===== src/rtl/digit_matcher.sv =====
// digit_matcher: scores a drawn 16x16 grid against N_TMPL bitmap templates by
// counting agreeing pixels row by row and reports the best-scoring template.
// Templates are scanned in index order; ties keep the lower index.
module digit_matcher #(
   parameter int N_TMPL = 10,
   parameter int ROWS   = 16
) (
   input  logic        clk,
   input  logic        rst,
   input  logic        start,
   output logic [3:0]  tmpl_sel,
   output logic [3:0]  rom_addr,
   input  logic [0:15] rom_row,
   output logic [3:0]  grid_addr,
   input  logic [0:15] grid_row,
   output logic        busy,
   output logic        done,
   output logic [3:0]  digit,
   output logic [8:0]  score
);

   typedef enum logic [1:0] {
      IDLE = 2'd0,
      SCAN = 2'd1,
      CMP  = 2'd2,
      DONE = 2'd3
   } state_t;

   localparam logic [3:0] LAST_ROW  = 4'(ROWS - 1);
   localparam logic [3:0] LAST_TMPL = 4'(N_TMPL - 1);

   state_t     state_reg, state_next;
   logic [3:0] tmpl_reg, tmpl_next;
   logic [3:0] row_reg, row_next;
   logic [8:0] acc_reg, acc_next;
   logic [8:0] best_score_reg, best_score_next;
   logic [3:0] best_digit_reg, best_digit_next;
   logic [3:0] digit_reg, digit_next;
   logic [8:0] score_reg, score_next;

   // ------------------------------------------------------------------
   // Per-row agreement count: XNOR each pixel pair, then a balanced adder
   // tree (16 -> 8 -> 4 -> 2 -> 1). Result range is 0..16.
   // ------------------------------------------------------------------
   logic [15:0] agree;
   logic [1:0]  sum_l1 [8];
   logic [2:0]  sum_l2 [4];
   logic [3:0]  sum_l3 [2];
   logic [4:0]  row_match;

   generate
      for (genvar gi = 0; gi < 16; gi++) begin : g_agree
         assign agree[gi] = ~(grid_row[gi] ^ rom_row[gi]);
      end
      for (genvar gi = 0; gi < 8; gi++) begin : g_l1
         assign sum_l1[gi] = {1'b0, agree[2*gi]} + {1'b0, agree[2*gi+1]};
      end
      for (genvar gi = 0; gi < 4; gi++) begin : g_l2
         assign sum_l2[gi] = {1'b0, sum_l1[2*gi]} + {1'b0, sum_l1[2*gi+1]};
      end
      for (genvar gi = 0; gi < 2; gi++) begin : g_l3
         assign sum_l3[gi] = {1'b0, sum_l2[2*gi]} + {1'b0, sum_l2[2*gi+1]};
      end
   endgenerate

   assign row_match = {1'b0, sum_l3[0]} + {1'b0, sum_l3[1]};

   // Strict comparison so an equal later score never displaces an earlier one.
   logic is_better;
   assign is_better = (acc_reg > best_score_reg);

   // Next-state and datapath update for the scan/compare sequence.
   always_comb begin
      state_next      = state_reg;
      tmpl_next       = tmpl_reg;
      row_next        = row_reg;
      acc_next        = acc_reg;
      best_score_next = best_score_reg;
      best_digit_next = best_digit_reg;
      digit_next      = digit_reg;
      score_next      = score_reg;

      case (state_reg)
         IDLE: begin
            if (start) begin
               state_next      = SCAN;
               tmpl_next       = 4'd0;
               row_next        = 4'd0;
               acc_next        = 9'd0;
               best_score_next = 9'd0;
               best_digit_next = 4'd0;
            end
         end

         SCAN: begin
            acc_next = acc_reg + 9'(row_match);
            // The address stays on the last row through CMP so the outputs
            // hold rather than wrap.
            if (row_reg == LAST_ROW) begin
               state_next = CMP;
            end else begin
               row_next = row_reg + 4'd1;
            end
         end

         CMP: begin
            if (is_better) begin
               best_score_next = acc_reg;
               best_digit_next = tmpl_reg;
            end
            if (tmpl_reg == LAST_TMPL) begin
               // Publish including this final comparison's outcome.
               state_next = DONE;
               digit_next = is_better ? tmpl_reg : best_digit_reg;
               score_next = is_better ? acc_reg  : best_score_reg;
            end else begin
               state_next = SCAN;
               tmpl_next  = tmpl_reg + 4'd1;
               row_next   = 4'd0;
               acc_next   = 9'd0;
            end
         end

         DONE: begin
            state_next = IDLE;
         end

         default: begin
            state_next = IDLE;
         end
      endcase
   end

   // State and datapath registers; reset returns everything to zero.
   always_ff @(posedge clk) begin
      if (rst) begin
         state_reg      <= IDLE;
         tmpl_reg       <= 4'd0;
         row_reg        <= 4'd0;
         acc_reg        <= 9'd0;
         best_score_reg <= 9'd0;
         best_digit_reg <= 4'd0;
         digit_reg      <= 4'd0;
         score_reg      <= 9'd0;
      end else begin
         state_reg      <= state_next;
         tmpl_reg       <= tmpl_next;
         row_reg        <= row_next;
         acc_reg        <= acc_next;
         best_score_reg <= best_score_next;
         best_digit_reg <= best_digit_next;
         digit_reg      <= digit_next;
         score_reg      <= score_next;
      end
   end

   assign tmpl_sel  = tmpl_reg;
   assign rom_addr  = row_reg;
   assign grid_addr = row_reg;
   assign busy      = (state_reg != IDLE);
   assign done      = (state_reg == DONE);
   assign digit     = digit_reg;
   assign score     = score_reg;

endmodule

===== config.mk =====
export PLATFORM = sky130hd
export DESIGN_NAME = digit_matcher
export DESIGN_NICKNAME = d
export VERILOG_FILES = /design/src/rtl/digit_matcher.sv
export SDC_FILE = /design/constraint.sdc
export NUM_CORES = 1
export LEC_CHECK = 0
export ABC_AREA = 0
export CORE_ASPECT_RATIO = 0.6
export CORE_MARGIN = 3
export CORE_UTILIZATION = 55
export DETAILED_ROUTE_END_ITERATION = 16
export DONT_BUFFER_PORTS = 1
export GPL_ROUTABILITY_DRIVEN = 0
export PLACE_DENSITY = 0.8
export SYNTH_ARGS = -nofsm -noshare
export SYNTH_HDL_FRONTEND = slang
export SYNTH_SLANG_ARGS = --single-unit

===== constraint.sdc =====
create_clock -name clk -period 7.55 [get_ports clk]
set_clock_uncertainty 0.05 [all_clocks]
set_input_delay 1.51 -clock clk [delete_from_list [all_inputs] [get_ports clk]]
set_output_delay 1.51 -clock clk [all_outputs]
set_load 0.01 [all_outputs]

==> out/results.txt, run 1 <==
The proportion of total power due to net switching is 0.394, and the total die area is 5950 sq um. The count of cells along the worst hold path came out at 1. Via count of the first global-routing pass: 1887. The pre-antenna-repair detailed-routing pass consisted of 4 iterations. The HPWL after detailed placement is 4130 um. The placement-stage worst setup slack is 1.83 ns, and the cts-stage hold buffer count is 0.

Post-CTS repair changed the size of 0 cells. The die height was 60.9 um; the via-per-instance ratio was 5.60. On the final layout, the worst hold slack is 0.442 ns. Summed over all cells, the static leakage comes to 1.15 nW. The required time reported for the critical path endpoint is 7.68 ns, and the switching power summed over all nets is 0.338 mW. Counting I/O delays and the setup requirement, the final critical path takes 5.41 ns. The root buffer cell chosen for the clock tree is sky130_fd_sc_hd__clkbuf_8.

For this design, the sink count on the clock tree is 45. Setup repair after global routing left no endpoint under its margin. The mapped netlist covers 2770 sq um. The tools report the global router's overall resource usage as 0.186. At the pin with the least slew margin, the transition time is 1.08 ns.

With fillers left out, the area of the finished cells amounts to 2850 sq um. In this run the worst hold path is classified as register to register. The floorplan has 19 rows. The number of buffers inserted by post-CTS setup repair is 0, and the share of layout cells above drive strength 1 is 0.0436. Across the whole layout, storage elements account for 901 sq um. After synthesis, the netlist uses 41 different library cells. The sequential share of power was 0.303; the number of antenna-violating nets in the routed design was 0. The count of buffers added on input and output ports is 0.

Category of the worst setup path capture point: a register. TritonCTS built the clock tree. The region available for standard cell placement spans 4710 sq um.

For the count of warnings emitted by yosys, the log shows 0. After synthesis the netlist holds a flip-flop and latch count of 45. The flow ran to the end, and the final reports show no timing, DRC or antenna violations. Summing over every cut layer, the via total after detailed routing is 2020. For the worst-case clock buffer depth, the log shows 2.

The remaining max-slew budget at the tightest pin is 0.283. The number of endpoints failing setup at the final stage is 0. The ratio of total power to cell area works out to 301 nW/um^2. The startpoint identified for the worst hold timing path is best_digit_reg[1].

Max-cap violations in this run came to 0. The start of the worst register-to-register path was acc_reg[0]. In this run the worst path has a maximum fanout of 3. The repair_antennas step left the layout with diodes totalling 0. The number of cells on the worst reg-to-reg path is 13. For the initial standard-cell utilization of the core, the log shows 0.588. The count of final max-slew check failures came out at 0.

After the first detailed-routing iteration, the DRC count stood at 69. Dividing the detail-routed wire length by the instance count gives 14.8 um. Sorting the synthesized cells by area gives the leading types as sky130_fd_sc_hd__dfxtp_1 33%, sky130_fd_sc_hd__ha_1 9.0%, sky130_fd_sc_hd__fa_1 8.7%, sky130_fd_sc_hd__nor2_1 5.7%, sky130_fd_sc_hd__xor2_1 5.1%. The number of synthesized flops with an enable pin is 0.

Derived from the worst setup path, the maximum achievable clock frequency is 185 MHz. The area growth from synthesis to layout is 3.03%. A synthesized cell averages 9.07 sq um. The die width is 97.6 um. sky130_fd_sc_hd__dfxtp_1 takes more of the synthesized area than any other cell. The tools report the share of total power in combinational logic as 0.519. The clock network power share was 0.178. The fraction of synthesis flops using an asynchronous set or reset pin came out at 0. Data on the critical path arrives at its endpoint at 5.54 ns.

The worst setup slack after layout is 2.14 ns. In the final timing run, aggregate negative setup slack is 0 ns. The post-layout utilization of the core was 0.606. The share of the synthesized area in the top cell type came out at 0.325. The number of nets in the synthesized netlist came out at 372.

Summing all multi-input logic gate instances after layout gives 1660 sq um. The post-synthesis instance total was 305. For the number of inserted filler cells in the final layout, the log shows 408.

The later pin in the worst-skew pair is clocked with a latency of 0.29 ns. The launching element type of the critical path was an input pin. The first element of the critical path was rom_row[10]. During I/O placement, the number of pins put on the boundary was 62. The worst setup path is of the input pin to register kind. The total cell area at the placement stage is 2770 sq um, and the CTS buffer count is 5. The depth of the CTS H-tree is 2, and the sequential element share of the synthesized area is 0.325. The initial antenna violation count was 0. The maximum number of pins on one net before global-route repair is 31, and the post-route clock period utilization is 0.716. The logs give 365 for the total number of nets in the final design and 0 for the final number of hold-violating endpoints. The final wirelength was 5330 um. After detailed routing, the number of remaining DRC violations is 0. Cell internal power was estimated by the tool at 0.520 mW.

The main flop type after synthesis is sky130_fd_sc_hd__dfxtp_1. Clock-pin slew on the worst setup and hold paths: 0.08 ns. For the largest vdd supply drop, the log shows 169 uV. For this run the aggregate overflow at the end of global routing stands at 0. The first global-routing pass estimated 8770 um of wire.
[synth_stat cells, types with 2 or more instances]
| cell | number |
|---|---|
| sky130_fd_sc_hd__nor2b_1 | 4 |
| sky130_fd_sc_hd__a21o_1 | 2 |
| sky130_fd_sc_hd__a22oi_1 | 2 |
| sky130_fd_sc_hd__xnor2_1 | 9 |
| sky130_fd_sc_hd__nand4_1 | 3 |
| sky130_fd_sc_hd__mux2i_1 | 11 |
| sky130_fd_sc_hd__nor3_1 | 7 |
| sky130_fd_sc_hd__a211oi_2 | 2 |
| sky130_fd_sc_hd__xor2_1 | 16 |
| sky130_fd_sc_hd__nand2_1 | 13 |
| sky130_fd_sc_hd__o211ai_1 | 2 |
| sky130_fd_sc_hd__a211oi_1 | 13 |
| sky130_fd_sc_hd__clkbuf_1 | 5 |
| sky130_fd_sc_hd__nand3_1 | 3 |
| sky130_fd_sc_hd__nor2_1 | 42 |
| sky130_fd_sc_hd__o21ai_0 | 7 |
| sky130_fd_sc_hd__ha_1 | 20 |
| sky130_fd_sc_hd__dfxtp_1 | 45 |
| sky130_fd_sc_hd__a22o_1 | 11 |
| sky130_fd_sc_hd__nor3b_1 | 2 |
| sky130_fd_sc_hd__buf_2 | 5 |
| sky130_fd_sc_hd__nand2b_1 | 4 |
| sky130_fd_sc_hd__a21oi_1 | 14 |
| sky130_fd_sc_hd__inv_1 | 31 |
| sky130_fd_sc_hd__fa_1 | 12 |
| sky130_fd_sc_hd__buf_4 | 4 |
| sky130_fd_sc_hd__and2_1 | 2 |
[cells in the final DEF, fill, tap and decap left out, types with 2 or more instances in the layout]
cell                       netlist  final
sky130_fd_sc_hd__nand2_1        13     13
sky130_fd_sc_hd__inv_1          31     31
sky130_fd_sc_hd__a21o_1          2      2
sky130_fd_sc_hd__nor2b_1         4      4
sky130_fd_sc_hd__and2_1          2      2
sky130_fd_sc_hd__o211ai_1        2      2
sky130_fd_sc_hd__mux2i_1        11     11
sky130_fd_sc_hd__xnor2_1         9      9
sky130_fd_sc_hd__a211oi_2        2      2
sky130_fd_sc_hd__fa_1           12     12
sky130_fd_sc_hd__a21oi_1        14     14
sky130_fd_sc_hd__xor2_1         16     16
sky130_fd_sc_hd__nor3_1          7      7
sky130_fd_sc_hd__ha_1           20     20
sky130_fd_sc_hd__a22oi_1         2      2
sky130_fd_sc_hd__a211oi_1       13     13
sky130_fd_sc_hd__clkbuf_8        0      6
sky130_fd_sc_hd__nand4_1         3      3
sky130_fd_sc_hd__a22o_1         11     11
sky130_fd_sc_hd__dfxtp_1        45     45
sky130_fd_sc_hd__nor2_1         42     42
sky130_fd_sc_hd__nand2b_1        4      4
sky130_fd_sc_hd__nor3b_1         2      2
sky130_fd_sc_hd__o21ai_0         7      7
sky130_fd_sc_hd__nand3_1         3      3
[path summary, 6_finish.rpt]
check                      endpoint  slack [ns]
setup reg to reg         acc_reg[8]        3.09
hold / removal    best_digit_reg[1]        0.44
hold reg to reg   best_digit_reg[1]        0.44
setup / recovery         acc_reg[8]        2.14
[layer usage]
metal  track usage  wire [um]  vias to the layer above  part of all wire
li1              -          -                     1014                 -
met4        0.0316         23                        0            0.0043
met1         0.258       2640                      966              0.50
met5             0          0                        -                 0
met2         0.296       2390                       35              0.45
met3        0.0563        277                        5             0.052
[through the flow]
stage,cells,total power [mW]
2_1_floorplan,305,0.646
3_3_place_gp,354,0.692
3_5_place_dp,354,0.709
4_1_cts,361,0.862
5_1_grt,361,0.930
6_report,361,0.858
[worst max-delay path: stages]
cell                       delay, ns
sky130_fd_sc_hd__xor2_1         0.16
sky130_fd_sc_hd__fa_1           0.53
sky130_fd_sc_hd__inv_1          0.05
sky130_fd_sc_hd__fa_1           0.50
sky130_fd_sc_hd__inv_1          0.05
sky130_fd_sc_hd__fa_1           0.46
sky130_fd_sc_hd__fa_1           0.52
sky130_fd_sc_hd__fa_1           0.47
sky130_fd_sc_hd__fa_1           0.42
sky130_fd_sc_hd__nor2b_1        0.12
sky130_fd_sc_hd__o21ai_0        0.09
sky130_fd_sc_hd__a21boi_0       0.30
sky130_fd_sc_hd__o211ai_1       0.15
sky130_fd_sc_hd__xor2_1         0.16
sky130_fd_sc_hd__nor2_1         0.06
[layout make-up]
| type | instances | area share |
|---|---|---|
| multi-input combinational | 214 | 0.583 |
| sequential | 45 | 0.316 |
| inverter | 31 | 0.0408 |
| clock buffer | 7 | 0.0303 |
| tap | 63 | 0.0276 |
| timing repair buffer | 1 | 0.00263 |
[logic make-up after synthesis]
family                   count (synthesis)  synth area share
adder cells (fa/ha/maj)                 32             0.177
flip-flops                              45             0.325
XOR/XNOR                                25            0.0791
buffers and inverters                   46            0.0741
AO/OA/AOI/OAI                           62             0.165
AND/OR/NAND/NOR                         84             0.139
multiplexers                            11            0.0398
[power groups by stage]
stage	logic (mW)	clock network, mW	registers [mW]
finish	0.446	0.153	0.260
global route	0.505	0.163	0.262
CTS	0.448	0.155	0.260
detailed placement	0.444	0	0.265
global placement	0.426	0	0.265
floorplan	0.387	0	0.260
Note: power is estimated with default switching activity, not from simulation.
==> run 2: changes to the inputs <==
==> constraint.sdc (replaced) <==
create_clock -name clk -period 5.4 [get_ports clk]
set_clock_uncertainty 0.05 [all_clocks]
set_input_delay 1.08 -clock clk [delete_from_list [all_inputs] [get_ports clk]]
set_output_delay 1.08 -clock clk [all_outputs]
set_load 0.01 [all_outputs]
==> run 2 against run 1 <==
  * First-iteration DRC count rose by 26%
  * Register-to-register slack lost 2.2 ns
  * Sequential share of layout area up 0.069 points
  * Largest cell class unchanged
  * Highest routed layer unchanged
==> out/results.txt, run 2 (synthesis results as in run 1) <==
The flow ran to the end, and the final reports show no timing, DRC or antenna violations. For the number of buffers inserted by post-CTS setup repair, the log shows 0 (unchanged). The via-per-instance ratio came out at 5.53 (was 5.60). Highest-count cells in the layout ignoring fill and taps: 45 x sky130_fd_sc_hd__dfxtp_1, 42 x sky130_fd_sc_hd__nor2_1, 31 x sky130_fd_sc_hd__inv_1 (unchanged). The count of TritonRoute iterations in the first routing pass came out at 4 (unchanged). The antenna cell count is 0 (unchanged), and the routed wire length per instance is 14.3 um (was 14.8 um). The run gives 31 (unchanged) as the maximum number of pins on one net before global-route repair.

The die width is 97.6 um (unchanged), and the count of routing violations after the opening detailed-route iteration is 87 (was 69). The tools report the DRC violations left as 0 (unchanged). The worst-case clock buffer depth was 2 (unchanged); the detailed-placement wirelength estimate was 3990 um (was 4130 um). The category of the worst setup path capture point is a register (unchanged). The non-filler instance count after layout came out at 362 (was 361). The tools report the number of gates resized after cts as 0 (unchanged). The count of cells along the worst hold path is 1 (unchanged). Slack of the worst reg-to-reg path: 0.91 ns (was 3.09 ns).

TritonCTS built the clock tree. The worst hold slack is 0.436 ns (was 0.442 ns), and the number of buffers added on ports is 0 (unchanged). The root buffer cell was sky130_fd_sc_hd__clkbuf_8 (unchanged). For the final global-route overflow total, the log shows 0 (unchanged). The number of cells traversed by the worst register-to-register path is 13 (unchanged), and the total core area is 4710 sq um (unchanged). For the total chip power, the log shows 1.18 mW (was 0.858 mW). The remaining max-slew budget at the tightest pin came out at 0.271 (was 0.283). The most common library cell in the layout ignoring fill and taps is sky130_fd_sc_hd__dfxtp_1 (unchanged). The leakage dissipation was 1.15 nW (about the same); the achievable clock frequency was 200 MHz. The tools report the launch instance of the worst min-delay path as best_digit_reg[3] (was best_digit_reg[1]). The post-placement cell count is 354 (unchanged). The tools report the initial standard-cell utilization of the core as 0.588 (unchanged). The number of antenna-violating nets in the routed design is 0 (unchanged), and the time the final worst path needs with I/O delays and setup is 5.01 ns.

The die height works out to 60.9 um (unchanged). For the detailed-route via count, the log shows 2003 (was 2020). The critical-path maximum fanout is 3 (unchanged), and the global router's overall resource usage is 0.180 (was 0.186). The launching element type of the critical path was an input pin (unchanged). The cts-stage hold buffer count is 0 (unchanged), and the share of layout cells above drive strength 1 is 0.0401 (was 0.0436). The critical path class was input pin to register (unchanged). The via count of the first global-routing pass came out at 1793 (was 1887).

The run gives 5.52 ns (was 7.68 ns) as the required time reported for the critical path endpoint. The tools report the start of the worst register-to-register path as acc_reg[0] (unchanged). The number of max-cap violations is 0 (unchanged). The clock-pin slew on the worst setup and hold paths was 0.08 ns (about the same).

The tools report the first element of the critical path as rom_row[10] (unchanged). The tools report the total die area as 5950 sq um (unchanged). The run gives 45 (unchanged) as the CTS sink count.

Largest vdd supply drop: 238 uV (was 169 uV). For the worst setup slack after layout, the log shows 0.390 ns (was 2.14 ns). Total I/O pin count: 62 (unchanged). The initial antenna violation count came out at 0 (unchanged). The slew at the pin with the worst max-slew slack works out to 1.09 ns (was 1.08 ns). The count of final max-slew check failures was 0 (unchanged); the data arrival at the endpoint of the critical path was 5.13 ns (was 5.54 ns). Number of endpoints failing setup at the final stage: 0 (unchanged). The tools report the latest clock arrival within the worst-skew pair as 0.29 ns (about the same).

The layout overhead on the synthesized area works out to 2.80% (was 3.03%). The wire length of the first global-routing pass was 8510 um (was 8770 um); the total number of nets in the final design was 365 (unchanged). The CTS buffer count was 5 (unchanged); the number of inserted filler cells in the final layout was 408 (unchanged). Final number of hold-violating endpoints: 0 (unchanged). The class of the most critical hold timing path was register to register (unchanged).

The post-route clock period utilization was 0.928; the depth of the CTS H-tree was 2 (unchanged). The ratio of total power to cell area was 413 nW/um^2 (was 301 nW/um^2); the placement-stage worst setup slack was 0.105 ns (was 1.83 ns). Cell row count: 19 (unchanged). For the final wirelength, the log shows 5190 um (was 5330 um). The setup total negative slack is 0 ns (unchanged). Setup repair after global routing left no endpoint under its margin.
run 2: cell count changes in the layout (fill, tap and decap cells not counted):
cell                       before  now
sky130_fd_sc_hd__clkbuf_1       1    3
sky130_fd_sc_hd__clkbuf_8       6    5
run 2: stage by stage:
| step | area (sq um) | util |
|---|---|---|
| floorplan | 2770 | - |
| global placement | 2770 | 0.587 |
| detailed placement | 2770 | 0.587 |
| CTS | 2850 | 0.604 |
| global route | 2850 | 0.604 |
| finish | 2850 | 0.604 |
run 2: worst max-delay path, stage by stage:
cell and delay, ns:
sky130_fd_sc_hd__xor2_1 0.16, sky130_fd_sc_hd__fa_1 0.53, sky130_fd_sc_hd__inv_1 0.05, sky130_fd_sc_hd__fa_1 0.49, sky130_fd_sc_hd__inv_1 0.05, sky130_fd_sc_hd__fa_1 0.46, sky130_fd_sc_hd__fa_1 0.52, sky130_fd_sc_hd__fa_1 0.47
sky130_fd_sc_hd__fa_1 0.42, sky130_fd_sc_hd__nor2b_1 0.13, sky130_fd_sc_hd__o21ai_0 0.09, sky130_fd_sc_hd__a21boi_0 0.34, sky130_fd_sc_hd__o211ai_1 0.14, sky130_fd_sc_hd__xor2_1 0.16, sky130_fd_sc_hd__nor2_1 0.05
run 2: path summary, 6_finish.rpt:
check,endpoint
worst min-delay path,best_digit_reg[3]
worst max-delay path,acc_reg[6]
worst max register to register,acc_reg[6]
worst min register to register,best_digit_reg[3]
run 2: cell type report:
cell class	instances	area, sq um	area share
Inverter	31	116	0.0409
Clock buffer	8	80.1	0.0281
Sequential cell	45	901	0.317
Timing Repair Buffer	1	7.51	0.00264
Multi-Input combinational cell	214	1660	0.584
Tap cell	63	78.8	0.0277
run 2: power breakdown:
part | internal (mW) | switching [mW]
clock | 0.0922 | 0.107
sequential | 0.343 | 0.0194
combinational | 0.279 | 0.335
run 2: per-layer routing:
layer | global-route usage | part of all wire
met5 | 0 | 0
met4 | 0.0355 | 0.0033
met3 | 0.0494 | 0.060
met2 | 0.266 | 0.44
met1 | 0.266 | 0.49
